--- config.mk ---
export PLATFORM = sky130hd
export DESIGN_NAME = rr_bus_arbiter
export DESIGN_NICKNAME = d
export VERILOG_FILES = /design/src/rtl/rr_bus_arbiter.sv
export SDC_FILE = /design/constraint.sdc
export NUM_CORES = 1
export LEC_CHECK = 0
export ABC_AREA = 1
export CAP_MARGIN = 0
export CORE_MARGIN = 1
export CORE_UTILIZATION = 28
export DETAILED_ROUTE_END_ITERATION = 10
export HOLD_SLACK_MARGIN = 0.02
export SYNTH_ARGS = -nofsm -noshare
export SYNTH_HDL_FRONTEND = slang
export SYNTH_SLANG_ARGS = --single-unit
--- constraint.sdc ---
create_clock -name clk -period 3.17 [get_ports clk]
set_clock_uncertainty 0.2 [all_clocks]
set_input_delay 0.634 -clock clk [delete_from_list [all_inputs] [get_ports clk]]
set_output_delay 0.634 -clock clk [all_outputs]
set_load 0.005 [all_outputs]
--- src/rtl/rr_bus_arbiter.sv ---
// -----------------------------------------------------------------------------
// rr_bus_arbiter
//
// Lets NUM_REQ requesters share a single-port register bus
// (en/wr/addr/wdata/rdata). One transaction is in flight at a time. The
// winner is chosen round-robin, starting after the last requester served.
// The owner gets a one-cycle ack when the transaction completes. For a read,
// the data is returned on rdata alongside that ack.
//
// Transaction shape (req sampled in IDLE at cycle T):
//   write : CMD T+1, ACK T+2, IDLE T+3
//   read  : CMD T+1, WAIT T+2 .. T+1+RD_LAT, ACK T+2+RD_LAT, then IDLE
//
// Ports
//   clk        system clock, all logic on the rising edge
//   rst        synchronous active-high reset
//   req        per-requester request level
//   req_wr     per-requester direction (1 = write, 0 = read)
//   req_addr   flattened addresses, requester i at [i*AW +: AW]
//   req_wdata  flattened write data, requester i at [i*DW +: DW]
//   gnt        one-hot owner of the transaction in flight (CMD..ACK)
//   ack        one-hot, one-cycle completion pulse
//   rdata      data of the most recently completed read
//   busy       high whenever a transaction is in flight
//   bus_en     bus enable (CMD cycle only)
//   bus_wr     bus write strobe
//   bus_addr   bus address
//   bus_wdata  bus write data
//   bus_rdata  bus read data, valid RD_LAT cycles after the command cycle
// -----------------------------------------------------------------------------
module rr_bus_arbiter #(
    parameter int NUM_REQ = 4,
    parameter int AW      = 8,
    parameter int DW      = 8,
    parameter int RD_LAT  = 1
) (
    input  logic                  clk,
    input  logic                  rst,
    input  logic [NUM_REQ-1:0]    req,
    input  logic [NUM_REQ-1:0]    req_wr,
    input  logic [NUM_REQ*AW-1:0] req_addr,
    input  logic [NUM_REQ*DW-1:0] req_wdata,
    output logic [NUM_REQ-1:0]    gnt,
    output logic [NUM_REQ-1:0]    ack,
    output logic [DW-1:0]         rdata,
    output logic                  busy,
    output logic                  bus_en,
    output logic                  bus_wr,
    output logic [AW-1:0]         bus_addr,
    output logic [DW-1:0]         bus_wdata,
    input  logic [DW-1:0]         bus_rdata
);

    localparam int IW = $clog2(NUM_REQ);
    localparam int CW = $clog2(RD_LAT + 1);
    localparam logic [NUM_REQ-1:0] ONE_HOT0 = NUM_REQ'(1);

    typedef enum logic [1:0] {IDLE, CMD, WAIT, ACK} state_t;

    // Payload of the requester that would win if arbitration happened now.
    typedef struct packed {
        logic [IW-1:0] idx;
        logic          wr;
        logic [AW-1:0] addr;
        logic [DW-1:0] wdata;
    } xact_t;

    state_t        state;
    logic [IW-1:0] ptr;      // last requester served; search starts after it
    logic [CW-1:0] cnt;      // remaining WAIT cycles, RD_LAT down to 1
    logic          cur_wr;   // direction of the transaction in flight

    logic [NUM_REQ-1:0][AW-1:0] addr_arr;
    logic [NUM_REQ-1:0][DW-1:0] wdata_arr;

    assign addr_arr  = req_addr;
    assign wdata_arr = req_wdata;

    // Round-robin pick: walk ptr+1, ptr+2, ... with wrap and take the first
    // requester that has req set.
    logic [IW-1:0] cand;
    logic          found;
    xact_t         pick;

    always_comb begin
        found = 1'b0;
        cand  = '0;
        pick  = '0;
        for (int k = 1; k <= NUM_REQ; k++) begin
            cand = IW'((int'(ptr) + k) % NUM_REQ);
            if (!found && req[cand]) begin
                found      = 1'b1;
                pick.idx   = cand;
                pick.wr    = req_wr[cand];
                pick.addr  = addr_arr[cand];
                pick.wdata = wdata_arr[cand];
            end
        end
    end

    // Control FSM. Every output is a register. The bus fields are loaded on
    // the IDLE->CMD edge, so they are valid exactly in the CMD cycle. They
    // are cleared on the edge that leaves CMD.
    always_ff @(posedge clk) begin
        if (rst) begin
            state     <= IDLE;
            ptr       <= IW'(NUM_REQ - 1);
            cnt       <= '0;
            cur_wr    <= 1'b0;
            gnt       <= '0;
            ack       <= '0;
            rdata     <= '0;
            busy      <= 1'b0;
            bus_en    <= 1'b0;
            bus_wr    <= 1'b0;
            bus_addr  <= '0;
            bus_wdata <= '0;
        end else begin
            ack <= '0;
            case (state)
                IDLE: begin
                    if (found) begin
                        state     <= CMD;
                        ptr       <= pick.idx;
                        cur_wr    <= pick.wr;
                        gnt       <= ONE_HOT0 << pick.idx;
                        busy      <= 1'b1;
                        bus_en    <= 1'b1;
                        bus_wr    <= pick.wr;
                        bus_addr  <= pick.addr;
                        bus_wdata <= pick.wdata;
                    end
                end
                CMD: begin
                    bus_en    <= 1'b0;
                    bus_wr    <= 1'b0;
                    bus_addr  <= '0;
                    bus_wdata <= '0;
                    if (cur_wr) begin
                        state <= ACK;
                        ack   <= gnt;
                    end else begin
                        state <= WAIT;
                        cnt   <= CW'(RD_LAT);
                    end
                end
                WAIT: begin
                    // cnt == 1 marks the cycle in which bus_rdata is valid.
                    if (cnt == CW'(1)) begin
                        state <= ACK;
                        rdata <= bus_rdata;
                        ack   <= gnt;
                    end else begin
                        cnt <= cnt - 1'b1;
                    end
                end
                ACK: begin
                    state <= IDLE;
                    gnt   <= '0;
                    busy  <= 1'b0;
                end
                default: begin
                    state <= IDLE;
                    gnt   <= '0;
                    busy  <= 1'b0;
                end
            endcase
        end
    end

endmodule

==> impl_metrics.xml <==
<?xml version="1.0" encoding="UTF-8"?>
<metrics>
  <group name="sta">
    <metric name="report.final.setup_viol" unit="">0</metric>
    <metric name="final_max_slew_viol_count" unit="">0</metric>
    <metric name="slew_hr" unit="%">65.4</metric>
    <metric name="hold_viol" unit="">0</metric>
    <metric name="timing_worst_slew_pin_value" unit="ns">0.519</metric>
    <metric name="timing.setup.tns" unit="ns">0</metric>
    <metric name="grt_setup_unrepaired" unit="">no</metric>
    <metric name="fin_crit" unit="ns">2.45</metric>
    <metric name="final.period_utilization" unit="%">77.3</metric>
    <metric name="final_critical_path_setup_slack" unit="ns">0.719</metric>
    <metric name="timing.fmax" unit="GHz">0.408</metric>
  </group>
  <group name="setup_path">
    <metric name="critPathMaxFanout" unit="">17</metric>
    <metric name="worst_setup_path_end_kind" unit="">flip-flop</metric>
    <metric name="worst_case_register_to_register_setup_slack" unit="ns">0.79</metric>
    <metric name="launch_instance_of_the_worst_register_to_register_path" unit="">ptr[0]</metric>
    <metric name="setup.worst_path.class" unit="">input port to flip-flop</metric>
    <metric name="critPathLaunchType" unit="">input port</metric>
    <metric name="timing.critical_path.from" unit="">req[3]</metric>
    <metric name="arrival_time_at_the_worst_endpoint" unit="ns">2.43</metric>
    <metric name="critPathRequiredTime" unit="ns">3.15</metric>
  </group>
  <group name="placement">
    <metric name="gpl.final_weighted_congestion" unit="">0.818</metric>
    <metric name="place.detailed.hpwl" unit="mm">9.46</metric>
    <metric name="port_bufs" unit="">116</metric>
    <metric name="placement.setup.worst_slack" unit="ns">0.424</metric>
  </group>
  <group name="clock_network">
    <metric name="clk_pin_slew_worst_paths" unit="ns">0.06</metric>
    <metric name="cts_buffer_depth" unit="">2</metric>
    <metric name="cts.repair.resized" unit="">0</metric>
    <metric name="cts_inserted_buffers" unit="">5</metric>
    <metric name="cts_root_buf" unit="">clkbuf_16</metric>
    <metric name="tritoncts_num_sinks" unit="">41</metric>
    <metric name="cts_setup_buffers" unit="">0</metric>
    <metric name="clock_tree.htree_level_count" unit="">2</metric>
    <metric name="clkLatencyLatePin" unit="ns">0.28</metric>
    <metric name="cts_tree" unit="">done</metric>
    <metric name="ctsHoldBuffers" unit="">0</metric>
  </group>
  <group name="floorplan">
    <metric name="initial_core_util" unit="%">29.0</metric>
    <metric name="dieArea" unit="sq um">15000</metric>
    <metric name="top_level_i_o_count" unit="">117</metric>
    <metric name="die_width" unit="um">122</metric>
    <metric name="floorplan.die.height" unit="um">122</metric>
    <metric name="core_area" unit="sq um">14000</metric>
    <metric name="rows" unit="">43</metric>
  </group>
  <group name="layout">
    <metric name="nets" unit="">927</metric>
    <metric name="sequential_cell_area" unit="sq um">822</metric>
    <metric name="area_growth_syn_to_layout" unit="%">34.3</metric>
    <metric name="antenna_cells" unit="">0</metric>
    <metric name="core_utilization_of_the_finished_layout" unit="%">38.9</metric>
    <metric name="area_occupied_by_multi_input_gates" unit="sq um">2710</metric>
    <metric name="fillCellCount" unit="">1588</metric>
    <metric name="post_route_cells_drive_above_1_share" unit="%">5.11</metric>
  </group>
  <group name="run">
    <metric name="max-cap-violations" unit="">0</metric>
  </group>
  <group name="drt">
    <metric name="drt-initial-drc-count" unit="">279</metric>
    <metric name="number_of_nets_still_failing_antenna_checks_after_routing" unit="">0</metric>
    <metric name="post-route-drc-count" unit="">0</metric>
    <metric name="wire_per_inst" unit="um">12.0</metric>
    <metric name="drt_pass1_iterations" unit="">4</metric>
    <metric name="total_wirelength_of_the_detailed_routed_design" unit="mm">12.2</metric>
    <metric name="avgViaCountPerCell" unit="">4.63</metric>
    <metric name="detailroute.via_count" unit="">4726</metric>
  </group>
  <group name="synthesis">
    <metric name="synth-seq-cells" unit="">41</metric>
    <metric name="synth_top_area_cell" unit="">nand2_1</metric>
    <metric name="yosysTopAreaCellShare" unit="%">25.4</metric>
    <metric name="synth_cells" unit="">757</metric>
    <metric name="synth_top_cells_by_area" unit="">nand2_1, dfxtp_1, o21ai_0</metric>
    <metric name="postSynthNetCount" unit="">844</metric>
    <metric name="seq_area_frac_synth" unit="%">20.2</metric>
    <metric name="synthesis.area" unit="sq um">4060</metric>
    <metric name="post_synth.cell_area_avg" unit="sq um">5.36</metric>
    <metric name="synth_cell_types" unit="">29</metric>
    <metric name="synth_warnings" unit="">0</metric>
  </group>
  <group name="worst_hold_path">
    <metric name="hold_start" unit="">busy</metric>
    <metric name="min-delay-path-class" unit="">flip-flop to flip-flop</metric>
  </group>
  <group name="power_and_ir_drop">
    <metric name="power.switching" unit="uW">2660</metric>
    <metric name="peakVddDrop" unit="V">0.000643</metric>
    <metric name="seq_power_share" unit="%">17.3</metric>
    <metric name="switching_share" unit="%">51.9</metric>
    <metric name="power_per_standard_cell_area" unit="nW/um^2">942</metric>
    <metric name="combinationalPowerShare" unit="%">71.4</metric>
    <metric name="leakagePower" unit="uW">0.00247</metric>
    <metric name="internal_cell_power" unit="uW">2470</metric>
    <metric name="share_clk_of_total_power" unit="%">11.3</metric>
    <metric name="power.total" unit="uW">5130</metric>
  </group>
  <group name="run_status">
    <metric name="run_status" unit="">completed</metric>
  </group>
  <group name="global_route">
    <metric name="grt_start_max_net_pins" unit="">68</metric>
    <metric name="groute.usage.overall" unit="%">16.8</metric>
    <metric name="first_global_vias" unit="">4438</metric>
    <metric name="antenna_found_initial" unit="">0</metric>
    <metric name="globalRouteOverflowTotal" unit="">0</metric>
    <metric name="global_route_wire_length_before_repair" unit="mm">20.4</metric>
  </group>
</metrics>
-- layout make-up --
cell class | count | area share (%)
clock buffer | 6 | 2.37
clock inverter | 2 | 0.712
inverter | 70 | 4.92
multi-input combinational | 595 | 49.7
sequential | 41 | 15.1
tap | 180 | 4.13
timing repair buffer | 127 | 23.1
-- Yosys cell counts, drive strengths merged --
master,n
buf,29
a21oi,25
nand2,282
nor2,60
a21boi,1
clkbuf,22
dfxtp,41
nand4,2
inv,70
nand3,65
o21ai,152
ha,5
or2,1
o211ai,2
-- state kept, by name, summed over array words and instances (netlist names), 2 cells and up --
name	count
gnt	4
ptr	2
bus_wdata	8
bus_addr	8
rdata	8
state	2
ack	4
-- power by group through the flow --
stage	clock [uW]	sequential, uW	combinational (uW)
3_5_place_dp	0	899	3700
3_3_place_gp	0	897	3660
5_1_grt	612	920	4250
6_report	577	889	3660
2_1_floorplan	0	839	2730
4_1_cts	589	888	3710
-- routing by layer --
metal / wire length [um] / vias to the layer above / global-route usage (%)
met4: 111 / 0 / 2.52
met2: 6100 / 75 / 31.7
met5: 0 / - / 0
met3: 386 / 11 / 2.04
li1: - / 2574 / -
met1: 5630 / 2066 / 20.4
-- logic make-up after synthesis --
kind of cell             Yosys count  share of synthesized area, %
adder cells (fa/ha/maj)            5                          1.54
flip-flops                        41                          20.2
buffers and inverters            121                          13.0
AND/OR/NAND/NOR                  410                          42.3
AO/OA/AOI/OAI                    180                          23.0
-- worst paths after layout --
| kind | end | cells after the start |
|---|---|---|
| worst max-delay path | gnt[2] | 13 |
| worst min-delay path | busy | 2 |
| worst max register to register | bus_wdata[1] | 11 |
| worst min register to register | busy | 2 |
-- cells in the final DEF, fill, tap and decap left out, types with 3 or more instances in the layout --
cell             count
clkbuf_16            5
dfxtp_1             40
o21ai_0            142
o21ai_2              3
nor2_1              58
nand3_1             62
buf_4               10
clkdlybuf4s50_1    116
inv_1               65
a21oi_1             25
nand2_2              5
inv_2                3
nand2_4              3
nand2_1            274
ha_1                 5
o21ai_1              6
-- worst max-delay path: stages --
cell,delay (ns)
clkdlybuf4s50_1,0.45
inv_1,0.07
nand2_1,0.06
nand3_1,0.11
nand2_1,0.09
nor2_4,0.23
nand2_2,0.27
nand2_1,0.12
o21ai_1,0.09
nand2_1,0.11
nor2_1,0.05
nand2_1,0.08
nand2_1,0.05
-- metrics by stage --
stage	cell area (sq um)	hold slack, ns	cells
6_report	5450	0.263	1021
4_1_cts	5450	0.267	1021
3_5_place_dp	5280	0.256	1013
2_1_floorplan	4060	0.250	757
3_3_place_gp	5280	0.258	1013
5_1_grt	5450	0.305	1021
No activity file was read; power rests on OpenSTA's default activity.
